===== config.mk =====
export PLATFORM = sky130hd
export DESIGN_NAME = sseg_share_arb
export DESIGN_NICKNAME = d
export VERILOG_FILES = /design/src/rtl/sseg_share_arb_pkg.sv /design/src/rtl/sseg_share_arb_rr_pick.sv /design/src/rtl/sseg_share_arb.sv
export SDC_FILE = /design/constraint.sdc
export NUM_CORES = 1
export LEC_CHECK = 0
export ABC_CLOCK_PERIOD_IN_PS = 2900
export BUFFER_PORTS_ARGS = -buffer_cell sky130_fd_sc_hd__clkbuf_2
export CORE_MARGIN = 4
export CORE_UTILIZATION = 50
export CTS_BUF_LIST = sky130_fd_sc_hd__clkbuf_8
export CTS_CLUSTER_SIZE = 8
export DETAILED_ROUTE_END_ITERATION = 8
export PLACE_DENSITY = 0.78
export SLEW_MARGIN = 20
export SYNTH_ARGS = -nofsm -noshare
export SYNTH_HDL_FRONTEND = slang
export SYNTH_SLANG_ARGS = --single-unit

===== constraint.sdc =====
create_clock -name clk -period 2.9 [get_ports clk]
set_input_delay 0.29 -clock clk [delete_from_list [all_inputs] [get_ports clk]]
set_output_delay 0.29 -clock clk [all_outputs]
set_load 0.005 [all_outputs]

===== src/rtl/sseg_share_arb_pkg.sv =====
// -----------------------------------------------------------------------------
// sseg_share_arb_pkg
//   Shared definitions for blocks that time-share the 4-digit seven-segment
//   display: display word width, arbiter FSM state encoding, default slot
//   length and a small round-robin wrap helper.
// -----------------------------------------------------------------------------
package sseg_share_arb_pkg;

    // Width of the value shown on the display (4 hex digits).
    localparam int HEX_W = 16;

    // Default display slot: 0.5 s at a 100 MHz system clock.
    localparam int DEFAULT_HOLD_CYCLES = 50_000_000;

    // Arbiter FSM state encoding.
    typedef enum logic {
        ST_IDLE = 1'b0,
        ST_SHOW = 1'b1
    } state_t;

    // Next index after idx in a ring of n entries. Returns 0 for n == 1,
    // which keeps the round-robin pointer pinned for a single requester.
    function automatic int wrap_next(input int idx, input int n);
        if (idx + 1 >= n) begin
            return 0;
        end
        return idx + 1;
    endfunction

endpackage


===== src/rtl/sseg_share_arb_rr_pick.sv =====
// -----------------------------------------------------------------------------
// sseg_share_arb_rr_pick
//   Combinational round-robin picker. Scans req starting at rr_ptr and
//   wrapping modulo N; the first set bit wins.
//
//   Ports:
//     req     in   N       request vector
//     rr_ptr  in   PTR_W   highest-priority index for this scan (< N)
//     onehot  out  N       one-hot winner, zero when no request is set
//     index   out  PTR_W   binary winner index, zero when no request is set
//     any     out  1       at least one request is set
// -----------------------------------------------------------------------------
module sseg_share_arb_rr_pick #(
    parameter int N     = 4,
    parameter int PTR_W = 2
) (
    input  logic [N-1:0]     req,
    input  logic [PTR_W-1:0] rr_ptr,
    output logic [N-1:0]     onehot,
    output logic [PTR_W-1:0] index,
    output logic             any
);

    always_comb begin
        logic found;
        onehot = '0;
        index  = '0;
        found  = 1'b0;
        for (int k = 0; k < N; k++) begin
            int j;
            // Rotate the scan so that rr_ptr is examined first.
            j = int'(rr_ptr) + k;
            if (j >= N) begin
                j = j - N;
            end
            if (!found && req[j]) begin
                found     = 1'b1;
                onehot[j] = 1'b1;
                index     = PTR_W'(j);
            end
        end
    end

    assign any = |req;

endmodule


===== src/rtl/sseg_share_arb.sv =====
// -----------------------------------------------------------------------------
// sseg_share_arb
//   Shares the single 4-digit seven-segment display among NUM_REQ requesters.
//   Pending requests are arbitrated round-robin; the winner owns the display
//   for HOLD_CYCLES clocks, during which its req_data word is copied to
//   hex_digits every cycle. When the slot ends the owner gets a one-cycle ack
//   and the arbiter spends exactly one cycle in IDLE before the next grant.
//
//   Handshake: req[i] is a level request that the requester holds until it
//   sees ack[i]. grant[i] marks the current owner; ack[i] is a single-cycle
//   pulse in the cycle after the owner's last display cycle and never
//   overlaps grant. Dropping req during a slot does not shorten the slot.
//
//   Ports:
//     clk         in   1             system clock, rising edge
//     reset_n     in   1             asynchronous active-low reset
//     req         in   NUM_REQ       level request per requester
//     req_data    in   16*NUM_REQ    requester i value at [16*i+15:16*i]
//     hex_digits  out  16            value for sseg_top.hex_digits
//     grant       out  NUM_REQ       one-hot owner, zero in IDLE
//     ack         out  NUM_REQ       one-cycle pulse when the owner's slot ends
//     busy        out  1             high while in SHOW
//     state_dbg   out  1             current FSM state (ST_IDLE / ST_SHOW)
// -----------------------------------------------------------------------------
module sseg_share_arb
    import sseg_share_arb_pkg::*;
#(
    parameter int NUM_REQ     = 4,
    parameter int HOLD_CYCLES = DEFAULT_HOLD_CYCLES,
    parameter int CNT_W       = 26
) (
    input  logic                     clk,
    input  logic                     reset_n,
    input  logic [NUM_REQ-1:0]       req,
    input  logic [HEX_W*NUM_REQ-1:0] req_data,
    output logic [HEX_W-1:0]         hex_digits,
    output logic [NUM_REQ-1:0]       grant,
    output logic [NUM_REQ-1:0]       ack,
    output logic                     busy,
    output logic                     state_dbg
);

    localparam int PTR_W = (NUM_REQ > 1) ? $clog2(NUM_REQ) : 1;

    // Last counter value of a slot.
    localparam logic [CNT_W-1:0] CNT_LAST = CNT_W'(HOLD_CYCLES - 1);

    state_t             state;
    logic [CNT_W-1:0]   cnt;
    logic [PTR_W-1:0]   rr_ptr;
    logic [PTR_W-1:0]   owner;

    logic [NUM_REQ-1:0] pick_onehot;
    logic [PTR_W-1:0]   pick_idx;
    logic               pick_any;

    logic [HEX_W-1:0]   pick_data;
    logic [HEX_W-1:0]   owner_data;

    sseg_share_arb_rr_pick #(
        .N     (NUM_REQ),
        .PTR_W (PTR_W)
    ) u_pick (
        .req    (req),
        .rr_ptr (rr_ptr),
        .onehot (pick_onehot),
        .index  (pick_idx),
        .any    (pick_any)
    );

    // Data word of the requester about to be granted, and of the current
    // owner. Written as a compare-mux so the index never leaves the vector.
    always_comb begin
        pick_data  = '0;
        owner_data = '0;
        for (int i = 0; i < NUM_REQ; i++) begin
            if (pick_idx == PTR_W'(i)) begin
                pick_data = req_data[i*HEX_W +: HEX_W];
            end
            if (owner == PTR_W'(i)) begin
                owner_data = req_data[i*HEX_W +: HEX_W];
            end
        end
    end

    always_ff @(posedge clk or negedge reset_n) begin
        if (!reset_n) begin
            state      <= ST_IDLE;
            cnt        <= '0;
            rr_ptr     <= '0;
            owner      <= '0;
            hex_digits <= '0;
            grant      <= '0;
            ack        <= '0;
            busy       <= 1'b0;
        end else begin
            // ack is a pulse: cleared every cycle unless a slot ends now.
            ack <= '0;
            case (state)
                ST_IDLE: begin
                    // hex_digits keeps the previous owner's last value here.
                    if (pick_any) begin
                        state      <= ST_SHOW;
                        grant      <= pick_onehot;
                        owner      <= pick_idx;
                        busy       <= 1'b1;
                        cnt        <= '0;
                        hex_digits <= pick_data;
                    end
                end
                ST_SHOW: begin
                    // Track the owner's live value even if it dropped req.
                    hex_digits <= owner_data;
                    if (cnt == CNT_LAST) begin
                        state  <= ST_IDLE;
                        ack    <= grant;
                        grant  <= '0;
                        busy   <= 1'b0;
                        cnt    <= '0;
                        // The finishing owner becomes lowest priority.
                        rr_ptr <= PTR_W'(wrap_next(int'(owner), NUM_REQ));
                    end else begin
                        cnt <= cnt + 1'b1;
                    end
                end
                default: begin
                    state <= ST_IDLE;
                end
            endcase
        end
    end

    assign state_dbg = state;

endmodule


==> metrics.md, run 1 <==
| Metric | Value |
|---|---|
| Clock tree from TritonCTS | yes |
| Maximum achievable frequency | 369 MHz |
| Syn_nets | 574 |
| Finish-stage setup viols | 0 |
| Clock power share | 0.255 |
| Final GP Congestion | 0.927 |
| Fraction of power spent switching nets | 0.292 |
| Switching power total | 0.000500 W |
| Routed WL per cell | 16.9 µm |
| Internal Dissipation | 0.00121 W |
| Total negative slack | 0 ns |
| Final worst slack | 0.192 ns |
| Synth warnings | 0 |
| Max Buffers Root-to-Sink | 2 |
| Type of the worst min-delay path | primary input to async pin |
| Highest fanout seen on the critical path | 15 |
| Crit end category | flop |
| Number of library cell types mapped by synthesis | 54 |
| Placement Setup Slack | 0.0961 ns |
| Count of buffers inserted at the top-level ports | 95 |
| Instance count of the mapped netlist | 495 |
| Max Clock Skew | 0.00496 ns |
| RR Endpoint | hex_digits[7] |
| Core area | 8260 µm² |
| Category of the worst setup path launch point | flop |
| Post-synthesis average cell area | 8.61 µm² |
| Number of synthesized register bits | 56 |
| Top flip-flop cell by instance count after synthesis | sky130_fd_sc_hd__dfrtp_1 |
| Non-filler cells, final | 690 |
| Number of pins exceeding their max-slew limit in the final report | 0 |
| Pin count of the biggest net entering global routing | 41 |
| Width of the die | 100 µm |
| Number of hold violations in the final report | 0 |
| Iter 0 DRT Violations | 225 |
| Setup crit start | rr_ptr[0] |
| Worst setup path endpoint | hex_digits[7] |
| Share of synthesized registers carrying an async set or reset | 1.00 |
| Top Ports | 96 |
| Antenna Violating Nets Remaining | 0 |
| Detailed Routing Iterations Pass 1 | 4 |
| Estimated wirelength of the detail-placed design | 8.50 mm |
| Worst EP required | 3.12 ns |
| FF-to-FF Start | rr_ptr[0] |
| Wire length of the first global-routing pass | 19.8 mm |
| Ratio of routed vias to standard cells | 6.26 |
| Reg2reg setup slack | 0.19 ns |
| Vias post-DR | 4,320 |
| Maximum VDD drop | 0.204 mV |
| R2r worst-path depth | 8 |
| Initial antenna violation count | 0 |
| Starting Density | 0.516 |
| Max_slew headroom | 0.392 |
| Syn Std Cell Area | 4260 µm² |
| Fraction of the yosys area taken by sequential cells | 0.329 |
| Remaining design rule violation count | 0 |
| Skew-Pair Late Insertion Delay | 0.30 ns |
| Routed Wire Length | 11.6 mm |
| Number of rows created at floorplan | 33 |
| Clock root cell | sky130_fd_sc_hd__clkbuf_8 |
| Number of synthesized flops with an enable pin | 0 |
| Leakage Power | 2.19 nW |
| Number of levels in the clock H-tree | 2 |
| Maximum capacitance violations | 0 |
| Post-route minimum period | 2.71 ns |
| Number of buffers inserted during clock tree synthesis | 5 |
| Worst EP arrival | 2.93 ns |
| Transition at the pin with the smallest max-transition slack | 0.912 ns |
| Diodes inserted | 0 |
| Status | completed |
| Setup repair after global routing missed its margin | no |
| Post-layout net count | 663 |
| Area overhead of the layout relative to synthesis | 17.6% |
| Die outline height | 100 µm |
| Fraction of layout cells with a size suffix above 1 | 0.260 |
| PD cells | 341 nW/µm² |
| Number of placed instances, taps included | 679 |
| Vias in the first global route | 4,415 |
| Crit path kind | flop to flop |
| Total power consumption of the routed design | 0.00171 W |
| Register share of total power | 0.502 |
| Combinational share of power | 0.244 |
| Total die area | 10,100 µm² |
| Count of clock tree sinks | 56 |
| Reg clk slew, reported paths | 0.10 ns |
| Final worst path period share | 0.934 |
| Number of hold buffers added after cts | 0 |
| Global router's overall resource usage | 0.236 |
| GRT Residual Overflow | 0 |
-- state kept, by name, indices dropped and copies added (netlist names) --
register / cells
ack: 4
busy: 1
cnt: 26
grant: 4
hex_digits: 16
owner: 2
rr_ptr: 2
state_dbg: 1
-- routing by layer --
layer | wire length [µm] | global-route usage
met1 | 5000 | 0.310
met2 | 5630 | 0.396
met3 | 698 | 0.0354
met4 | 308 | 0.0808
met5 | 0 | 0
-- placed cells by master (no fill, tap or decap), types with 2 or more instances in the layout --
cell type / instances
sky130_fd_sc_hd__nor2b_1: 16
sky130_fd_sc_hd__and2_1: 11
sky130_fd_sc_hd__o211ai_1: 7
sky130_fd_sc_hd__nor3_1: 3
sky130_fd_sc_hd__a21boi_0: 7
sky130_fd_sc_hd__nand4_1: 7
sky130_fd_sc_hd__a31oi_1: 9
sky130_fd_sc_hd__ha_1: 8
sky130_fd_sc_hd__nor2_1: 16
sky130_fd_sc_hd__o211ai_2: 7
sky130_fd_sc_hd__a221o_1: 2
sky130_fd_sc_hd__o221ai_1: 5
sky130_fd_sc_hd__a21oi_1: 29
sky130_fd_sc_hd__inv_1: 12
sky130_fd_sc_hd__o31ai_1: 20
sky130_fd_sc_hd__dfrtp_1: 56
sky130_fd_sc_hd__clkbuf_2: 94
sky130_fd_sc_hd__buf_4: 23
sky130_fd_sc_hd__nand3_1: 14
sky130_fd_sc_hd__clkbuf_8: 6
sky130_fd_sc_hd__mux2i_1: 25
sky130_fd_sc_hd__and4_1: 4
sky130_fd_sc_hd__and3_1: 26
sky130_fd_sc_hd__nand2b_1: 2
sky130_fd_sc_hd__nand2_1: 54
sky130_fd_sc_hd__a221oi_1: 19
sky130_fd_sc_hd__o221ai_2: 3
sky130_fd_sc_hd__nor4_1: 3
sky130_fd_sc_hd__a21o_1: 3
sky130_fd_sc_hd__o21ai_0: 61
sky130_fd_sc_hd__mux4_2: 4
sky130_fd_sc_hd__mux2_2: 3
-- cell families (layout without fill, tap and decap cells) --
kind of cell / count (synthesis) / after routing / share of synthesized area
adder cells (fa/ha/maj): 9 / 9 / 0.0264
buffers and inverters: 47 / 137 / 0.0490
multiplexers: 33 / 33 / 0.0902
AO/OA/AOI/OAI: 183 / 183 / 0.295
XOR/XNOR: 2 / 2 / 0.00411
flip-flops: 56 / 56 / 0.329
AND/OR/NAND/NOR: 165 / 165 / 0.206
-- critical path, cell delays in order, from the launching register on --
cell                       delay [ns]
sky130_fd_sc_hd__dfrtp_1         0.36
sky130_fd_sc_hd__inv_1           0.13
sky130_fd_sc_hd__ha_4            0.36
sky130_fd_sc_hd__mux4_2          0.57
sky130_fd_sc_hd__nor4b_4         0.37
sky130_fd_sc_hd__and2b_4         0.23
sky130_fd_sc_hd__a21oi_4         0.07
sky130_fd_sc_hd__nand2b_4        0.28
sky130_fd_sc_hd__o221ai_1        0.24
-- cell type report --
cell class / instances / area, µm²
clock inverter: 2 / 7.51
timing repair buffer: 119 / 668
inverter: 10 / 37.5
fill: 729 / 3250
multi-input combinational: 392 / 2680
clock buffer: 6 / 82.6
sequential: 56 / 1400
tap: 105 / 131
-- cells in the mapped netlist, types with 9 or more instances --
| library cell | number | area share |
|---|---|---|
| sky130_fd_sc_hd__nor2b_1 | 16 | 0.023 |
| sky130_fd_sc_hd__nor2_1 | 16 | 0.014 |
| sky130_fd_sc_hd__inv_1 | 10 | 0.0088 |
| sky130_fd_sc_hd__ha_1 | 9 | 0.026 |
| sky130_fd_sc_hd__dfrtp_1 | 56 | 0.33 |
| sky130_fd_sc_hd__o31ai_1 | 20 | 0.035 |
| sky130_fd_sc_hd__and3_1 | 26 | 0.038 |
| sky130_fd_sc_hd__mux2i_1 | 26 | 0.061 |
| sky130_fd_sc_hd__o21ai_0 | 61 | 0.072 |
| sky130_fd_sc_hd__nand3_1 | 14 | 0.016 |
| sky130_fd_sc_hd__nand2_1 | 54 | 0.048 |
| sky130_fd_sc_hd__a21oi_1 | 29 | 0.034 |
| sky130_fd_sc_hd__clkbuf_1 | 30 | 0.026 |
| sky130_fd_sc_hd__and2_1 | 11 | 0.016 |
| sky130_fd_sc_hd__a221oi_1 | 19 | 0.039 |
| sky130_fd_sc_hd__a31oi_1 | 9 | 0.013 |
-- power by group through the flow --
stage / Clock [W] / Combinational, W / Sequential [W]
CTS: 0.000446 / 0.000413 / 0.000856
finish: 0.000436 / 0.000417 / 0.000858
global placement: 0 / 0.000399 / 0.000870
global route: 0.000481 / 0.000464 / 0.000861
floorplan: 0 / 0.000235 / 0.000864
detailed placement: 0 / 0.000413 / 0.000870
-- repair_timing --
item / CTS / global route
setup endpoints to repair: 0 / 16
resized for setup: 0 / 2
setup buffers: 0 / 3
-- per-stage QoR --
step                utilization  hold slack (ns)  instance area, µm²
finish                    0.607            0.110                5010
global route              0.607            0.178                5010
CTS                       0.602            0.175                4970
detailed placement        0.592            0.476                4880
global placement          0.592            0.463                4880
floorplan                     -         -0.00559                4280
-- worst min-delay path by stage --
stage / end / slack (ns) / cells after the start
finish: cnt[2] / 0.11 / 1
floorplan: ack[0] / -0.006 / 0
CTS: cnt[20] / 0.18 / 1
global route: cnt[21] / 0.18 / 1
global placement: cnt[21] / 0.46 / 1
detailed placement: cnt[21] / 0.48 / 1
(Power assumes the default switching activity.)
==> run 2: changes to the inputs <==
- CTS_BUF_LIST: sky130_fd_sc_hd__clkbuf_8 -> not set
==> metrics.md, run 2 (synthesis results as in run 1) <==
| Metric | Value |
|---|---|
| Status | completed |
| Number of rows created at floorplan | 33 (unchanged) |
| Area overhead of the layout relative to synthesis | 17.6% (unchanged) |
| Final GP Congestion | 0.927 (unchanged) |
| Number of hold buffers added after cts | 0 (unchanged) |
| Antenna Violating Nets Remaining | 0 (unchanged) |
| Type of the worst min-delay path | primary input to async pin |
| Leakage Power | 2.18 nW (-0.38%) |
| Final worst path period share | 0.936 (+0.00232) |
| Max_slew headroom | 0.392 (about the same) |
| Worst EP arrival | 2.93 ns (about the same) |
| Buf+Inv Stages, Crit Path | 1 (unchanged) |
| Maximum VDD drop | 0.205 mV (+0.47%) |
| Wire length of the first global-routing pass | 19.8 mm (unchanged) |
| Skew-Pair Late Insertion Delay | 0.31 ns (about the same) |
| Routed WL per cell | 16.9 µm (about the same) |
| Top reg by flops | cnt |
| Vias post-DR | 4,299 (-0.49%) |
| Pin count of the biggest net entering global routing | 41 (unchanged) |
| Number of buffers inserted during clock tree synthesis | 5 (unchanged) |
| Total negative slack | 0 ns (unchanged) |
| Maximum achievable frequency | 368 MHz (-0.25%) |
| Finish-stage setup viols | 0 (unchanged) |
| Initial antenna violation count | 0 (unchanged) |
| Number of levels in the clock H-tree | 2 (unchanged) |
| Maximum capacitance violations | 0 (unchanged) |
| Category of cells accounting for the largest share of critical-path delay | simple AND/OR/NAND/NOR gates |
| Clock root cell | sky130_fd_sc_hd__clkbuf_8 |
| Clock tree from TritonCTS | yes |
| R2r worst-path depth | 8 (unchanged) |
| Estimated wirelength of the detail-placed design | 8.50 mm (unchanged) |
| Cell chain of the critical path | inv_1 -> ha_4 -> mux4_2 -> nor4b_4 -> and2b_4 -> a21oi_4 -> nand2b_4 -> o221ai_1 |
| Max stage delay on crit path | 0.57 ns (about the same) |
| Category of the worst setup path launch point | flop |
| Filler cells | 729 (unchanged) |
| Largest regs | cnt: 26 flops, hex_digits: 16 flops |
| Core area | 8260 µm² (unchanged) |
| Crit end category | flop |
| Count of clock tree sinks | 56 (unchanged) |
| Starting Density | 0.516 (unchanged) |
| Max Buffers Root-to-Sink | 2 (unchanged) |
| Count of buffers inserted at the top-level ports | 95 (unchanged) |
| Remaining design rule violation count | 0 (unchanged) |
| Commonest non-fill, non-tap cell in the layout | sky130_fd_sc_hd__clkbuf_2 |
| Reg clk slew, reported paths | 0.10 ns (about the same) |
| Highest fanout seen on the critical path | 15 (unchanged) |
| Number of hold violations in the final report | 0 (unchanged) |
| Number of placed instances, taps included | 679 (unchanged) |
| Number of pins exceeding their max-slew limit in the final report | 0 (unchanged) |
| Worst EP required | 3.12 ns (about the same) |
| Ratio of routed vias to standard cells | 6.23 (-0.49%) |
| Width of the die | 100 µm (unchanged) |
| Global router's overall resource usage | 0.236 (unchanged) |
| Post-route minimum period | 2.71 ns (+0.00672 ns) |
| Iter 0 DRT Violations | 228 (+1.3%) |
| CP max stage cell | sky130_fd_sc_hd__mux4_2 |
| Top Ports | 96 (unchanged) |
| Most frequent cells in the layout | sky130_fd_sc_hd__clkbuf_2 (94), sky130_fd_sc_hd__o21ai_0 (61), sky130_fd_sc_hd__dfrtp_1 (56) |
| Post-layout net count | 663 (unchanged) |
| Setup repair after global routing missed its margin | no |
| Vias in the first global route | 4,415 (unchanged) |
| Transition at the pin with the smallest max-transition slack | 0.912 ns (+0.000511 ns) |
| Max Clock Skew | 0.00897 ns (+0.00401 ns) |
| Non-filler cells, final | 690 (unchanged) |
| Crit path kind | flop to flop |
| PD cells | 343 nW/µm² (+0.53%) |
| Number of flip-flops in the largest register | 26 (unchanged) |
| Total die area | 10,100 µm² (unchanged) |
| Die outline height | 100 µm (unchanged) |
| Count of cell instances traversed by the critical path | 8 (unchanged) |
| Diodes inserted | 0 (unchanged) |
| Final worst hold slack | 0.107 ns (-0.00290 ns) |
| Routed Wire Length | 11.6 mm (about the same) |
| GRT Residual Overflow | 0 (unchanged) |
| Fraction of layout cells with a size suffix above 1 | 0.260 (unchanged) |
| Detailed Routing Iterations Pass 1 | 5 (+1) |
## run 2: final timing paths
kind / start / endpoint / slack [ns]
max in group asynchronous: reset_n / ack[2] / 2.10
min in group clk: req_data[60] / hex_digits[12] / 0.31
max reg2reg: rr_ptr[0] / hex_digits[7] / 0.19
min reg2reg: cnt[14] / cnt[14] / 0.49
min: reset_n / cnt[2] / 0.11
max: rr_ptr[0] / hex_digits[7] / 0.19
## run 2: what timing repair did
action,in CTS,in global routing
resized for setup,0,2
endpoints found under the setup margin,0,16
setup buffers,0,3
## run 2: power breakdown
part           total, W  leakage, nW  internal [W]  switching (W)
logic          0.000416         1.43      0.000200       0.000217
registers      0.000858        0.703      0.000822      0.0000357
clock network  0.000445       0.0455      0.000196       0.000249
total           0.00172         2.18       0.00122       0.000502
## run 2: per-layer routing
metal,vias up,track usage,routed length [µm]
li1,2058,-,-
met1,2059,0.310,4970
met2,151,0.396,5720
met3,31,0.0354,670
met4,0,0.0808,272
met5,-,0,0
## run 2: per-stage QoR
step,cell area [µm²],power (W),utilization,worst slack [ns]
2_1_floorplan,4280,0.00110,-,0.0326
3_3_place_gp,4880,0.00127,0.592,0.204
3_5_place_dp,4880,0.00128,0.592,0.0961
4_1_cts,4970,0.00172,0.602,0.0631
5_1_grt,5010,0.00181,0.607,0.0389
6_report,5010,0.00172,0.607,0.185
## run 2: final cells by class
class / instances / area [µm²] / area share
Tap cell: 105 / 131 / 0.0262
Inverter: 10 / 37.5 / 0.00749
Sequential cell: 56 / 1400 / 0.280
Multi-Input combinational cell: 392 / 2680 / 0.535
Clock buffer: 8 / 90.1 / 0.0180
Timing Repair Buffer: 119 / 668 / 0.133
